<file path="config.mk">
export PLATFORM = sky130hd
export DESIGN_NAME = conv_mac_sequencer_flat
export DESIGN_NICKNAME = d
export VERILOG_FILES = /design/src/rtl/conv_pkg.sv /design/src/rtl/conv_mac_sequencer_if.sv /design/src/rtl/conv_tap_counter.sv /design/src/rtl/conv_mac_sequencer.sv /design/src/flat_wrapper.sv
export SDC_FILE = /design/constraint.sdc
export NUM_CORES = 1
export LEC_CHECK = 0
export ABC_AREA = 1
export CORE_ASPECT_RATIO = 0.75
export CORE_MARGIN = 2
export CORE_UTILIZATION = 39
export CTS_BUF_LIST = sky130_fd_sc_hd__clkbuf_8
export DETAILED_ROUTE_END_ITERATION = 16
export GPL_TIMING_DRIVEN = 0
export PLACE_DENSITY = 0.85
export SLEW_MARGIN = 20
export SYNTH_ARGS = -nofsm -noshare
export SYNTH_HDL_FRONTEND = slang
export SYNTH_SLANG_ARGS = --single-unit
</file>
<file path="constraint.sdc">
create_clock -name clk -period 1.6 [get_ports clk]
set_input_delay 0.16 -clock clk [delete_from_list [all_inputs] [get_ports clk]]
set_output_delay 0.16 -clock clk [all_outputs]
set_load 0.02 [all_outputs]
</file>
<file path="src/rtl/conv_pkg.sv">
// Shared types and helpers for the convolution MAC sequencer.
// Default geometry, the FSM state type and the unsigned saturation helper.
package conv_pkg;

    localparam int DEF_N     = 18;
    localparam int DEF_KSIZE = 3;
    localparam int DEF_IMG_W = 32;
    localparam int DEF_AW    = 10;
    localparam int K         = DEF_KSIZE * DEF_KSIZE;

    typedef enum logic [2:0] {
        IDLE,
        RUN,
        DRAIN1,
        DRAIN2,
        DONE
    } state_t;

    // Clamp an unsigned value to the largest n-bit number.
    function automatic logic [63:0] sat_n(input logic [63:0] x, input int n);
        logic [63:0] max_v;
        max_v = (64'd1 << n) - 64'd1;
        return (x > max_v) ? max_v : x;
    endfunction

endpackage

</file>
<file path="src/rtl/conv_mac_sequencer_if.sv">
// Bundles the request, RAM, MAC and result signals of the convolution sequencer.
// The slave side is the sequencer; the master side is whatever surrounds it.
interface conv_mac_sequencer_if #(
    parameter int N  = conv_pkg::DEF_N,
    parameter int AW = conv_pkg::DEF_AW
);
    logic          start;
    logic          ready;
    logic          abort;
    logic [AW-1:0] pix_base;
    logic [AW-1:0] wgt_base;
    logic [N-1:0]  bias;
    logic [AW-1:0] pix_addr;
    logic [AW-1:0] wgt_addr;
    logic [N-1:0]  pix_data;
    logic [N-1:0]  wgt_data;
    logic          mac_sclr;
    logic [N-1:0]  mac_a;
    logic [N-1:0]  mac_b;
    logic [N-1:0]  mac_c;
    logic [N+9:0]  mac_p;
    logic          out_valid;
    logic          out_ready;
    logic [N-1:0]  out_data;

    modport slave (
        input  start, abort, pix_base, wgt_base, bias, pix_data, wgt_data, mac_p, out_ready,
        output ready, pix_addr, wgt_addr, mac_sclr, mac_a, mac_b, mac_c, out_valid, out_data
    );

    modport master (
        output start, abort, pix_base, wgt_base, bias, pix_data, wgt_data, mac_p, out_ready,
        input  ready, pix_addr, wgt_addr, mac_sclr, mac_a, mac_b, mac_c, out_valid, out_data
    );
endinterface

</file>
<file path="src/rtl/conv_tap_counter.sv">
// Walks row/col/tap across one KSIZE x KSIZE window, one tap per enabled cycle.
// o_last flags the final tap so the sequencer can leave the issue phase.
module conv_tap_counter #(
    parameter int KSIZE = 3,
    parameter int RW    = (KSIZE > 1) ? $clog2(KSIZE) : 1,
    parameter int TW    = $clog2(KSIZE * KSIZE)
) (
    input  logic          clk,
    input  logic          sclr_n,
    input  logic          i_clr,
    input  logic          i_en,
    output logic [RW-1:0] o_row,
    output logic [RW-1:0] o_col,
    output logic [TW-1:0] o_tap,
    output logic          o_last
);
    logic [RW-1:0] r_row;
    logic [RW-1:0] r_col;
    logic [TW-1:0] r_tap;

    always_ff @(posedge clk or negedge sclr_n) begin
        if (!sclr_n) begin
            r_row <= '0;
            r_col <= '0;
            r_tap <= '0;
        end else if (i_clr) begin
            r_row <= '0;
            r_col <= '0;
            r_tap <= '0;
        end else if (i_en) begin
            r_tap <= r_tap + 1'b1;
            if (r_col == RW'(KSIZE - 1)) begin
                r_col <= '0;
                r_row <= r_row + 1'b1;
            end else begin
                r_col <= r_col + 1'b1;
            end
        end
    end

    assign o_row  = r_row;
    assign o_col  = r_col;
    assign o_tap  = r_tap;
    assign o_last = (r_tap == TW'(KSIZE * KSIZE - 1));
endmodule

</file>
<file path="src/rtl/conv_mac_sequencer.sv">
// Drives one convolution window through an external registered MAC and
// returns the saturated sum on a valid/ready port.
module conv_mac_sequencer
    import conv_pkg::*;
#(
    parameter int N     = DEF_N,
    parameter int KSIZE = DEF_KSIZE,
    parameter int IMG_W = DEF_IMG_W,
    parameter int AW    = DEF_AW
) (
    input logic                  clk,
    input logic                  sclr_n,
    conv_mac_sequencer_if.slave  bus
);
    localparam int RW = (KSIZE > 1) ? $clog2(KSIZE) : 1;
    localparam int TW = $clog2(KSIZE * KSIZE);

    state_t        r_state;
    logic [AW-1:0] r_pix_base;
    logic [AW-1:0] r_wgt_base;
    logic [N-1:0]  r_bias;
    logic [N-1:0]  r_out_data;
    logic          r_out_valid;
    logic          r_mac_sclr;
    logic          r_feed_v;
    logic          r_first;

    logic [RW-1:0] w_row;
    logic [RW-1:0] w_col;
    logic [TW-1:0] w_tap;
    logic          w_last;
    logic          w_run;
    logic          w_accept;
    logic          w_abort;
    logic          w_issue;
    logic [N-1:0]  w_sat_p;

    assign w_run    = (r_state == RUN);
    assign w_accept = (r_state == IDLE) && bus.start && !bus.abort;
    assign w_abort  = (r_state != IDLE) && bus.abort;
    assign w_issue  = w_run && !bus.abort;
    assign w_sat_p  = N'(sat_n(64'(bus.mac_p), N));

    conv_tap_counter #(.KSIZE(KSIZE)) u_cnt (
        .clk    (clk),
        .sclr_n (sclr_n),
        .i_clr  (w_accept),
        .i_en   (w_issue),
        .o_row  (w_row),
        .o_col  (w_col),
        .o_tap  (w_tap),
        .o_last (w_last)
    );

    always_ff @(posedge clk) begin
        if (w_accept) begin
            r_pix_base <= bus.pix_base;
            r_wgt_base <= bus.wgt_base;
            r_bias     <= bus.bias;
        end
    end

    // Feed flags trail the issue by one cycle to line up with RAM read data.
    always_ff @(posedge clk or negedge sclr_n) begin
        if (!sclr_n) begin
            r_state     <= IDLE;
            r_out_data  <= '0;
            r_out_valid <= 1'b0;
            r_mac_sclr  <= 1'b1;
            r_feed_v    <= 1'b0;
            r_first     <= 1'b0;
        end else begin
            r_mac_sclr <= w_abort;
            r_feed_v   <= w_issue;
            r_first    <= w_issue && (w_tap == '0);
            if (w_abort) begin
                r_state     <= IDLE;
                r_out_valid <= 1'b0;
            end else begin
                case (r_state)
                    IDLE:    if (w_accept) r_state <= RUN;
                    RUN:     if (w_last) r_state <= DRAIN1;
                    DRAIN1:  r_state <= DRAIN2;
                    DRAIN2: begin
                        r_out_data  <= w_sat_p;
                        r_out_valid <= 1'b1;
                        r_state     <= DONE;
                    end
                    DONE: begin
                        if (bus.out_ready) begin
                            r_out_valid <= 1'b0;
                            r_state     <= IDLE;
                        end
                    end
                    default: r_state <= IDLE;
                endcase
            end
        end
    end

    assign bus.pix_addr  = w_run ? (r_pix_base + AW'(w_row) * AW'(IMG_W) + AW'(w_col)) : '0;
    assign bus.wgt_addr  = w_run ? (r_wgt_base + AW'(w_tap)) : '0;
    assign bus.mac_a     = r_feed_v ? bus.pix_data : '0;
    assign bus.mac_b     = r_feed_v ? bus.wgt_data : '0;
    assign bus.mac_c     = r_feed_v ? (r_first ? r_bias : w_sat_p) : '0;
    assign bus.mac_sclr  = r_mac_sclr;
    assign bus.ready     = (r_state == IDLE);
    assign bus.out_valid = r_out_valid;
    assign bus.out_data  = r_out_data;
endmodule

</file>
<file path="src/flat_wrapper.sv">
// flat-port wrapper written by rule: the top's interface ports become plain ports
module conv_mac_sequencer_flat import conv_pkg::*;
#(
    parameter int N     = DEF_N,
    parameter int KSIZE = DEF_KSIZE,
    parameter int IMG_W = DEF_IMG_W,
    parameter int AW    = DEF_AW
)
  (clk, sclr_n, bus_start, bus_abort, bus_pix_base, bus_wgt_base, bus_bias, bus_pix_data, bus_wgt_data, bus_mac_p, bus_out_ready, bus_ready, bus_pix_addr, bus_wgt_addr, bus_mac_sclr, bus_mac_a, bus_mac_b, bus_mac_c, bus_out_valid, bus_out_data);
  conv_mac_sequencer_if #(.N(N), .AW(AW)) bus_i ();
  input logic clk;
  input logic sclr_n;
  input wire logic [$bits(bus_i.start)-1:0] bus_start;
  input wire logic [$bits(bus_i.abort)-1:0] bus_abort;
  input wire logic [$bits(bus_i.pix_base)-1:0] bus_pix_base;
  input wire logic [$bits(bus_i.wgt_base)-1:0] bus_wgt_base;
  input wire logic [$bits(bus_i.bias)-1:0] bus_bias;
  input wire logic [$bits(bus_i.pix_data)-1:0] bus_pix_data;
  input wire logic [$bits(bus_i.wgt_data)-1:0] bus_wgt_data;
  input wire logic [$bits(bus_i.mac_p)-1:0] bus_mac_p;
  input wire logic [$bits(bus_i.out_ready)-1:0] bus_out_ready;
  output wire logic [$bits(bus_i.ready)-1:0] bus_ready;
  output wire logic [$bits(bus_i.pix_addr)-1:0] bus_pix_addr;
  output wire logic [$bits(bus_i.wgt_addr)-1:0] bus_wgt_addr;
  output wire logic [$bits(bus_i.mac_sclr)-1:0] bus_mac_sclr;
  output wire logic [$bits(bus_i.mac_a)-1:0] bus_mac_a;
  output wire logic [$bits(bus_i.mac_b)-1:0] bus_mac_b;
  output wire logic [$bits(bus_i.mac_c)-1:0] bus_mac_c;
  output wire logic [$bits(bus_i.out_valid)-1:0] bus_out_valid;
  output wire logic [$bits(bus_i.out_data)-1:0] bus_out_data;
  assign bus_i.start = bus_start;
  assign bus_i.abort = bus_abort;
  assign bus_i.pix_base = bus_pix_base;
  assign bus_i.wgt_base = bus_wgt_base;
  assign bus_i.bias = bus_bias;
  assign bus_i.pix_data = bus_pix_data;
  assign bus_i.wgt_data = bus_wgt_data;
  assign bus_i.mac_p = bus_mac_p;
  assign bus_i.out_ready = bus_out_ready;
  assign bus_ready = bus_i.ready;
  assign bus_pix_addr = bus_i.pix_addr;
  assign bus_wgt_addr = bus_i.wgt_addr;
  assign bus_mac_sclr = bus_i.mac_sclr;
  assign bus_mac_a = bus_i.mac_a;
  assign bus_mac_b = bus_i.mac_b;
  assign bus_mac_c = bus_i.mac_c;
  assign bus_out_valid = bus_i.out_valid;
  assign bus_out_data = bus_i.out_data;
  conv_mac_sequencer #(.N(N), .KSIZE(KSIZE), .IMG_W(IMG_W), .AW(AW)) u_core (.clk(clk), .sclr_n(sclr_n), .bus(bus_i));
endmodule
</file>
==> metrics.txt, run 1 <==
status finished with violations; failing checks negative setup slack; FF/Latch Area 1980 µm²; fin crit share 1.30; Top-Level Pins 202; met1 Track Usage GR 0.279; count of cell types in the netlist 37; Synth Cell Area 4260 µm²; I/O Buffers 201; Clock Pin Slew Worst Setup and Hold Paths 0.08 ns; slowest stage delay, CP 0.40 ns; CP top delay family adder cells; Worst Slack Setup Final -0.486 ns; synthesis-to-finish area growth 81.7%; GR Overflow Total 0; # rows 33; CTS tree built; Worst Max-Slew Pin Slew 0.476 ns; post-layout util 0.718; post-DP HPWL 9.64 mm; synth warn 0; Min Hold Slack 0.308 ns; chip width 125 µm; first-pass GRT wire length 20.6 mm; Post-synth EDFFs 38; total track usage 0.219; syn nets 683; Hold/Removal Path Class in -> async; final non-filler cell total 969; CTS buffer count 9; Final nets 943; ys flop type edfxtp_1; routability congestion estimate from global placement 0.906; reg2reg path depth 6; Rel. slew slack 0.682; layer carrying the most global-route usage met2; clock skew 0.0111 ns; vias in the first global route 4340; via count 4557; synth cell count leaders nand2_1 (158), inv_1 (102), nor2_1 (82); ANT cells 0; slowest stage cell, crit path dfrtp_1; CTS Buffer Depth 2; critical path type reg -> out; Yosys reg bits 71; initial antenna violation count 0; Seq/Total Area, Yosys 0.462; final slew viol count 0; pre-CTS WS -0.706 ns; Synth area leaders edfxtp_1 (27%), dfrtp_1 (19%), nand2_1 (14%), inv_1 (9.0%), nor2_1 (7.2%); Vias/cell 4.70; CP Cell Sequence ha_4 > inv_2 > fa_2 > inv_2 > nand3_2 > nand2_4 > nand2_4 > o21ai_2 > nor2_2 > buf_6; startpoint types flip-flop; Final Cell Area 7740 µm²; Final Power 10.1 mW; clock period minus final worst setup slack 2.09 ns; Worst Setup End Kind primary output; GR Layer Usage met2 0.375; CORE AREA 10800 µm²; RSZ-0062 raised after global routing true; routed wire length 13.8 mm; power per cell area 1300 nW/µm²; area taken by multi-input logic gates 2270 µm²; Worst IR Drop VDD 0.597 mV; post-synth top area cell edfxtp_1; largest net degree at the start of global routing 27; Cell Count Post-Placement 907; share of the synthesized area in the top cell type 0.268; Die Area 11800 µm²; Hold Vio Cnt, Final 0; setup violators final 23; fillers 813; Iter 0 DRT Violations 158; worst skew pair latency 0.34 ns; Final ANT Viol Nets 0; total negative slack -6.15 ns; fraction of layout cells with a size suffix above 1 0.356; initial core utilization 0.395; Worst Path Required 1.44 ns; Synth async-reset ratio 0.465; GR Util met3 0.0567; DRC errors left 0; Max-Cap Viols 0; most frequent cell after synthesis nand2_1; Die Ht 94.5 µm; Avg Cell Area, Syn 7.55 µm²; Leakage 3.76 nW; H-tree depth 3; stages on the worst setup path 10; WL per Instance 14.3 µm; placed inst area 6590 µm²; CTS Root Buffer Type clkbuf_8; clk sink count 71; Crit path buffers/inverters 3; Max FO, Critical Path 5; Highest Clock Rate 479 MHz; drt first pass iters 4; Worst EP arrival 1.93 ns; cells after synthesis 564
[where the power goes]
part           internal, mW  switching, mW  total, mW
sequential             2.42          0.348       2.77
clock                 0.707          0.672       1.38
combinational          2.75           3.16       5.91
total                  5.88           4.18       10.1
[path summary, 6_finish.rpt]
path / startpoint / end / slack, ns
max in group asynchronous: sclr_n / u_core.bus.mac_sclr / 0.78
min: sclr_n / u_core.bus.out_data[14] / 0.31
min in group clk: bus_pix_base[7] / u_core.r_pix_base[7] / 0.38
min reg2reg: u_core.bus.out_data[6] / u_core.bus.out_data[6] / 0.49
max reg2reg: u_core.r_state[1] / u_core.r_bias[4] / 0.07
max: u_core.u_cnt.o_tap[0] / bus_wgt_addr[6] / -0.49
[cells in the final DEF (no fill, tap or decap), types with 7 or more instances in the layout]
master           count
buf_12               8
buf_2                7
buf_4               40
buf_6               44
clkbuf_2            16
clkbuf_8             9
clkdlybuf4s15_2     11
clkdlybuf4s50_1    114
dfrtp_1             25
dfrtp_2              7
dlygate4sd2_1       13
edfxtp_1            38
ha_4                 7
inv_1               91
inv_2               15
nand2_1            137
nand2_2             29
nand2_4              8
nand3_1             28
nand4_1             24
nor2_1              32
nor2_2              28
nor2_4              24
o21ai_1              7
[cell type report]
type                            instances  area share
Inverter                              109      0.0564
Multi-Input combinational cell        365       0.293
Buffer                                 18      0.0270
Timing Repair Buffer                  249       0.319
Timing Repair inverter                  1     0.00113
Clock inverter                          7     0.00841
Clock buffer                            9      0.0160
Sequential cell                        71       0.255
Tap cell                              140      0.0226
[worst reg2reg max path: cells and delay by family, from the launching register on]
family	cells	cell delay [ns]
buffers and inverters	3	0.45
flip-flops	1	0.42
AND/OR/NAND/NOR	3	0.36
[sequential cells by signal, summed over array words and instances (netlist names)]
register,flops
u_core.r_first,1
u_core.bus.out_data,18
u_core.r_bias,18
u_core.u_cnt.o_tap,4
u_core.r_wgt_base,10
u_core.u_cnt.o_col,2
u_core.bus.mac_sclr,1
u_core.r_feed_v,1
u_core.bus.out_valid,1
u_core.r_pix_base,10
u_core.u_cnt.o_row,2
u_core.r_state,3
[cells by family after synthesis]
group | Yosys count | share of synthesized area
fa+ha+maj | 12 | 0.0388
xor+xnor | 4 | 0.00823
compound gates | 26 | 0.0317
buf+inv | 128 | 0.125
simple gates | 323 | 0.334
flops | 71 | 0.462
[metal layers]
metal | part of all wire | vias up | wire [µm]
li1 | - | 2261 | -
met3 | 0.070 | 17 | 969
met1 | 0.42 | 2104 | 5830
met2 | 0.49 | 175 | 6810
met4 | 0.015 | 0 | 208
met5 | 0 | - | 0
[timing repair]
item                                   4_1_cts  5_1_grt
pin swaps                                   43       34
setup endpoints to repair                  123       69
endpoints found under the hold margin       12        0
setup buffers                               35        6
gates resized for setup                    384      135
hold buffers                                 1        0
gates cloned                                 4        2
(Power assumes the default switching activity.)
==> inputs of run 2 (changes only) <==
MAX_ROUTING_LAYER = met4   (was default)
==> metrics.txt, run 2 (synthesis results as in run 1) <==
status finished with violations; failing checks negative setup slack; CORE AREA 10800 µm² (unchanged); Iter 0 DRT Violations 188 (+19%); clock period minus final worst setup slack 2.09 ns (+0.000241 ns); P_int 5.93 mW (+0.81%); pre-CTS WS -0.676 ns (+0.0295 ns); Worst Slack Setup Final -0.486 ns (-0.000241 ns); fin crit share 1.30 (about the same); Worst Setup End Kind primary output; largest net degree at the start of global routing 23 (-15%); Hold Vio Cnt, Final 0 (unchanged); fraction of layout cells with a size suffix above 1 0.356 (+0.000444); final slew viol count 0 (unchanged); Vias/cell 4.76 (+1.2%); commonest non-fill, non-tap cells in the layout nand2_1 (141), clkdlybuf4s50_1 (116), inv_1 (92), buf_4 (55), buf_6 (47); CTS tree built; chip width 125 µm (unchanged); Highest Clock Rate 479 MHz (about the same); power per cell area 1320 nW/µm² (+1.6%); setup violators final 28 (+22%); ANT cells 0 (unchanged); Rel. slew slack 0.691 (+0.00944); total track usage 0.237 (+0.0182); startpoint types flip-flop; Final ANT Viol Nets 0 (unchanged); RSZ-0062 raised after global routing true; clk sink count 71 (unchanged); sw frac 0.418 (+0.00242); Die Area 11800 µm² (unchanged); Cell Count Post-Placement 907 (unchanged); # rows 33 (unchanged); final non-filler cell total 982 (+1.3%); CTS buffer count 9 (unchanged); H-tree depth 3 (unchanged); post-DP HPWL 9.63 mm (about the same); routed wire length 14.7 mm (+6.0%); Top-Level Pins 202 (unchanged); Worst EP arrival 1.93 ns (about the same); synthesis-to-finish area growth 80.9%; Max FO, Critical Path 5 (unchanged); critical path type reg -> out; initial core utilization 0.395 (unchanged); Die Ht 94.5 µm (unchanged); Leakage 3.86 nW (+2.5%); DRC errors left 0 (unchanged); GR Overflow Total 0 (unchanged); commonest non-fill, non-tap cell in the layout nand2_1; Worst IR Drop VDD 0.724 mV (+21%); Min Hold Slack 0.259 ns (-0.0486 ns); Max-Cap Viols 0 (unchanged); Final nets 956 (+1.4%); Net Sw Power 4.25 mW (+1.8%); initial antenna violation count 0 (unchanged); register share of total power 0.271 (-0.004); worst skew pair latency 0.35 ns (about the same); I/O Buffers 201 (unchanged); Worst Max-Slew Pin Slew 0.462 ns (-0.0134 ns); CTS Buffer Depth 2 (unchanged); Clock Pin Slew Worst Setup and Hold Paths 0.09 ns (about the same); CTS Root Buffer Type clkbuf_8; Clock power frac 0.138 (about the same); routability congestion estimate from global placement 0.906 (about the same); WL per Instance 14.9 µm (+4.6%); first-pass GRT wire length 21.3 mm (+3.4%); vias in the first global route 4356 (+0.37%); clock skew 0.0162 ns (+0.00511 ns); Comb power frac 0.592 (+0.004); Worst Path Required 1.44 ns (about the same); via count 4675 (+2.6%); drt first pass iters 4 (unchanged); Hold/Removal Path Class in -> reg
-- run 2: critical path, stage by stage, from the launching register on --
cell,delay (ns)
dfrtp_1,0.35
ha_2,0.19
inv_2,0.04
fa_2,0.35
inv_2,0.08
nand3_2,0.08
nand2_4,0.10
buf_4,0.12
a21oi_2,0.06
nor2_4,0.10
buf_6,0.12
-- run 2: area by class of cell --
class                           instances  area [µm²]
Fill cell                             856        3070
Tap cell                              140         175
Multi-Input combinational cell        366        2230
Sequential cell                        71        1980
Timing Repair Buffer                  259        2440
Clock buffer                            9         124
Buffer                                 19         234
Timing Repair inverter                  2        21.3
Clock inverter                          7        65.1
Inverter                              109         434
-- run 2: worst paths after layout --
kind | from | endpoint | slack, ns | depth (start not counted)
setup / recovery | u_core.u_cnt.o_tap[0] | bus_wgt_addr[8] | -0.49 | 10
hold / removal | bus_abort | u_core.bus.mac_sclr | 0.26 | 3
setup reg to reg | u_core.r_state[0] | u_core.r_bias[7] | 0 | 6
hold reg to reg | u_core.bus.out_data[7] | u_core.bus.out_data[7] | 0.49 | 2
max in group asynchronous | sclr_n | u_core.u_cnt.o_col[1] | 0.86 | 3
min in group asynchronous | sclr_n | u_core.bus.out_data[11] | 0.28 | 2
-- run 2: power groups by stage --
stage,sequential (mW),clock [mW],combinational (mW)
floorplan,2.99,0,2.33
global placement,2.74,0,4.57
detailed placement,2.76,0,4.67
CTS,2.74,1.43,5.22
global route,2.81,1.53,6.45
finish,2.76,1.40,6.03
-- run 2: layer usage --
layer | GRT usage | vias to the layer above | wire [µm]
met5 | - | - | 0
met4 | 0.0702 | 0 | 235
met3 | 0.0465 | 18 | 947
met2 | 0.383 | 186 | 7090
met1 | 0.305 | 2173 | 6380
li1 | - | 2298 | -
-- run 2: what timing repair did --
item	in CTS	in global routing
endpoints found under the setup margin	123	81
setup buffers	29	19
endpoints found under the hold margin	15	0
pin swaps	33	58
resized for setup	360	162
gates cloned	6	6
hold buffers	1	0
-- run 2: metrics by stage --
stage / utilization / area, µm² / setup TNS [ns] / power (mW)
after floorplan: - / 4350 / -4.74 / 5.31
after global placement: 0.606 / 6540 / -81.09 / 7.31
after detailed placement: 0.611 / 6590 / -53.97 / 7.43
after CTS: 0.674 / 7270 / -6.75 / 9.39
after global routing: 0.715 / 7710 / -10.17 / 10.8
final: 0.715 / 7710 / -7.06 / 10.2
==> variant 1: new RTL, config.mk and constraints of run 2 <==
`DEF_N`: 18 -> 36.
--- a/src/rtl/conv_pkg.sv
+++ b/src/rtl/conv_pkg.sv
@@ -3,5 +3,5 @@
 package conv_pkg;
 
-    localparam int DEF_N     = 18;
+    localparam int DEF_N     = 36;
     localparam int DEF_KSIZE = 3;
     localparam int DEF_IMG_W = 32;
Interface: changed (8 resized); port bits go from 202 to 346. No check against the original RTL was run, so the function may have changed too.
==> variant 1 against run 2 <==
Clock skew fell by 0.0057 ns; critical path depth did not move; the flow still finishes with violations (setup timing); wire length rose by 99%; sequential cell count rose by 36; worst hold slack improved by 0.056 ns; synthesized cell count rose by 37%; critical path type unchanged; first-iteration DRC count rose by 120%; power rose by 68%; clock power rose by 21%; worst setup slack got worse by 0.091 ns; synthesized area rose by 43%; final area rose by 62%; via count rose by 52%; fmax fell by 4.2%.
==> variant 1: results <==
group,metric,value,unit
clock_network,clock_latency,0.39,ns
place,pre_cts_slack,-1.09,ns
finish,nNetsFinal,1410,
timing,setup_ws,-0.577,ns
power_and_ir_drop,power.leakage,0.00615,µW
critical_path,critPathMaxStageDelay,0.42,ns
clock_network,path_clk_slew,0.11,ns
place,gp_congestion,0.922,
synthesis,seq_area_frac_synth,48.7,%
run_status,status,"complete, but fails checks",
detailed_routing,dr.pass1.iters,5,
timing,tns,-24.09,ns
place,io_buffers,345,
synthesis,synth_edf_count,56,
grt,grt_pass1_wl,37.3,mm
synthesis,synth_cell_types,32,
synthesis,synthTopCellsByArea,"edfxtp_1 (28%), dfrtp_1 (21%), nand2_1 (15%)",
power_and_ir_drop,peakVddDrop,0.889,mV
synthesis,synth_common_cells,"nand2_1 (241), inv_1 (138), nor2_1 (116)",
timing,skew,0.0105,ns
place,dpl.hpwl,18.5,mm
place,placed_area,9860,µm²
detailed_routing,drt_iter0_drc,405,
detailed_routing,vias,7123,
timing,setup_viol,113,
finish,drive_gt1_share,48.7,%
grt,grt_start_max_net_pins,52,
grt,grt_pass1_vias,6709,
run_status,violations,"setup timing",
synthesis,async_reset_ff_share,47.7,%
detailed_routing,wl,29.1,mm
synthesis,synth_nets,965,
timing,maxSlewHeadroom,54.9,%
grt,grt_antenna_before_repair,9,
grt,grt.total_usage,30.6,%
## variant 1: per-layer routing
layer / part of all wire, % / global-route usage, % / vias up
met2: 51 / 52.0 / 361
li1: - / - / 3249
met5: 0 / - / -
met1: 37 / 35.4 / 3415
met4: 5.4 / 14.3 / 0
met3: 6.4 / 5.49 / 98
## variant 1: logic make-up after synthesis
| kind of cell | after synthesis | synth area share [%] |
|---|---|---|
| fa+ha+maj | 12 | 2.72 |
| flops | 107 | 48.7 |
| compound gates | 65 | 5.41 |
| simple gates | 418 | 30.7 |
| xor+xnor | 1 | 0.144 |
| buf+inv | 171 | 12.3 |
## variant 1: final timing paths
kind / start / end / slack [ns] / cells past startpoint
min reg2reg: u_core.bus.out_data[18] / u_core.bus.out_data[18] / 0.49 / 2
max: u_core.u_cnt.o_tap[0] / bus_wgt_addr[6] / -0.58 / 10
max reg2reg: u_core.u_cnt.o_tap[0] / u_core.r_state[0] / 0.02 / 7
min: bus_pix_base[7] / u_core.r_pix_base[7] / 0.32 / 1
min in group asynchronous: sclr_n / u_core.bus.out_data[17] / 0.37 / 2
max in group asynchronous: sclr_n / u_core.u_cnt.o_tap[3] / 0.72 / 2
## variant 1: timing repair
action	CTS	global route
pin swaps	57	79
hold endpoints to repair	50	0
hold buffers	1	0
setup endpoints to repair	191	199
buffers inserted	53	31
cloned	11	5
gates resized for setup	917	379
## variant 1: layout make-up
cell class / count / area (µm²)
timing repair buffer: 435 / 4690
inverter: 141 / 553
fill: 862 / 2730
clock buffer: 10 / 138
sequential: 107 / 2960
timing repair inverter: 4 / 38.8
clock inverter: 6 / 58.8
antenna: 10 / 25.0
multi-input combinational: 496 / 3460
tap: 205 / 256
buffer: 25 / 314
## variant 1: power breakdown
group | total, µW | switching, µW | internal, µW
Combinational | 11200 | 5940 | 5300
Clock | 1700 | 945 | 757
Sequential | 4150 | 480 | 3670
Total | 17100 | 7370 | 9730
## variant 1: through the flow
| stage | total power [µW] | utilization, % | hold slack [ns] | cells |
|---|---|---|---|---|
| finish | 17100 | 82.1 | 0.315 | 1439 |
| global route | 17800 | 82.0 | 0.298 | 1438 |
| CTS | 15000 | 73.2 | 0.298 | 1404 |
| detailed placement | 11700 | 64.8 | 0.240 | 1324 |
| global placement | 11600 | 64.8 | 0.465 | 1324 |
| floorplan | 7990 | - | -0.136 | 774 |
==> variant 2: new RTL, flow settings as in run 2 <==
Made on the original files. Encoding of `state_t`: now Gray code (3 bits for 5 states).
--- a/src/rtl/conv_pkg.sv
+++ b/src/rtl/conv_pkg.sv
@@ -10,9 +10,9 @@
 
     typedef enum logic [2:0] {
-        IDLE,
-        RUN,
-        DRAIN1,
-        DRAIN2,
-        DONE
+        IDLE   = 3'b000,
+        RUN    = 3'b001,
+        DRAIN1 = 3'b011,
+        DRAIN2 = 3'b010,
+        DONE   = 3'b110
     } state_t;
 
Function: no difference found for any inputs over 10 cycles, from zero or initial values; not proved beyond that.
==> variant 2 against run 2 <==
The run still ends with setup timing left; worst hold slack better by 0.063 ns; register-to-register slack better by 0.09 ns; power is 20% lower; sequential cell count stayed put; final area is 0.26% lower; synthesized area is 1.5% lower; largest power group unchanged; worst setup slack worse by 0.013 ns; wire length is 3.4% higher; global-route usage is 0.62 points higher; non-clock buffer count is 9 lower; via count is 1.4% higher.
==> variant 2: results <==
group,metric,value,unit
synthesis,synth_common_cells,"nand2_1 (169), inv_1 (104), nor2_1 (77)",
detailed_routing,wl_per_cell,15.7,µm
synthesis,synth_cell_types,34,
finish,drive_gt1_share,35.1,%
clock_network,cts_resized,378,
grt,use_met3,4.00,%
synthesis,synth-compound-area-share,3.55,%
power_and_ir_drop,peakVddDrop,0.645,mV
timing,tightestPinTransition,0.340,ns
place,gp_congestion,0.860,
critical_path,path_max_fanout,3,
finish,nNetsFinal,944,
timing,setup_viol,25,
critical_path,slowest_stage,"edfxtp_1",
critical_path,cp-startpoint,"u_core.r_pix_base[0]",
power_and_ir_drop,internal_power,5080,µW
grt,grt_pass1_vias,4392,
power_and_ir_drop,comb_power,3980,µW
synthesis,synth_nets,681,
place,pre_cts_slack,-0.768,ns
detailed_routing,wl_met3,1.14,mm
detailed_routing,wl_met1,6.06,mm
timing,tns,-6.81,ns
synthesis,seq_area_frac_synth,46.9,%
synthesis,synth_xor_area_share,0.418,%
detailed_routing,wl,15.1,mm
run_status,status,"complete, but fails checks",
timing,setup_ws,-0.499,ns
grt,grt_pass1_wl,21.3,mm
run_status,violations,"setup timing",
grt,grt_use_met2,41.9,%
detailed_routing,dr.pass1.iters,5,
-- variant 2: cells by family after synthesis --
logic type / Yosys count
xor gates and xnor gates: 2
and+or+nand+nor: 317
adders and majority gates: 12
buffers and inverters: 131
DFF: 71
AOI/OAI and AO/OA: 29
-- variant 2: cell type report --
class	count	area, µm²
buffer	20	216
clock buffer	12	165
clock inverter	4	50.0
fill	753	2680
inverter	111	438
multi-input combinational	360	2230
sequential	71	1980
tap	136	170
timing repair buffer	249	2410
timing repair inverter	3	31.3
-- variant 2: worst paths after layout --
check | to | slack, ns | cells after the start
max | bus_pix_addr[6] | -0.50 | 9
min | u_core.bus.out_data[6] | 0.32 | 3
max reg2reg | u_core.r_bias[11] | 0.09 | 6
min reg2reg | u_core.bus.out_data[3] | 0.49 | 2
max in group asynchronous | u_core.bus.mac_sclr | 1.04 | 3
min in group clk | u_core.r_bias[1] | 0.36 | 1
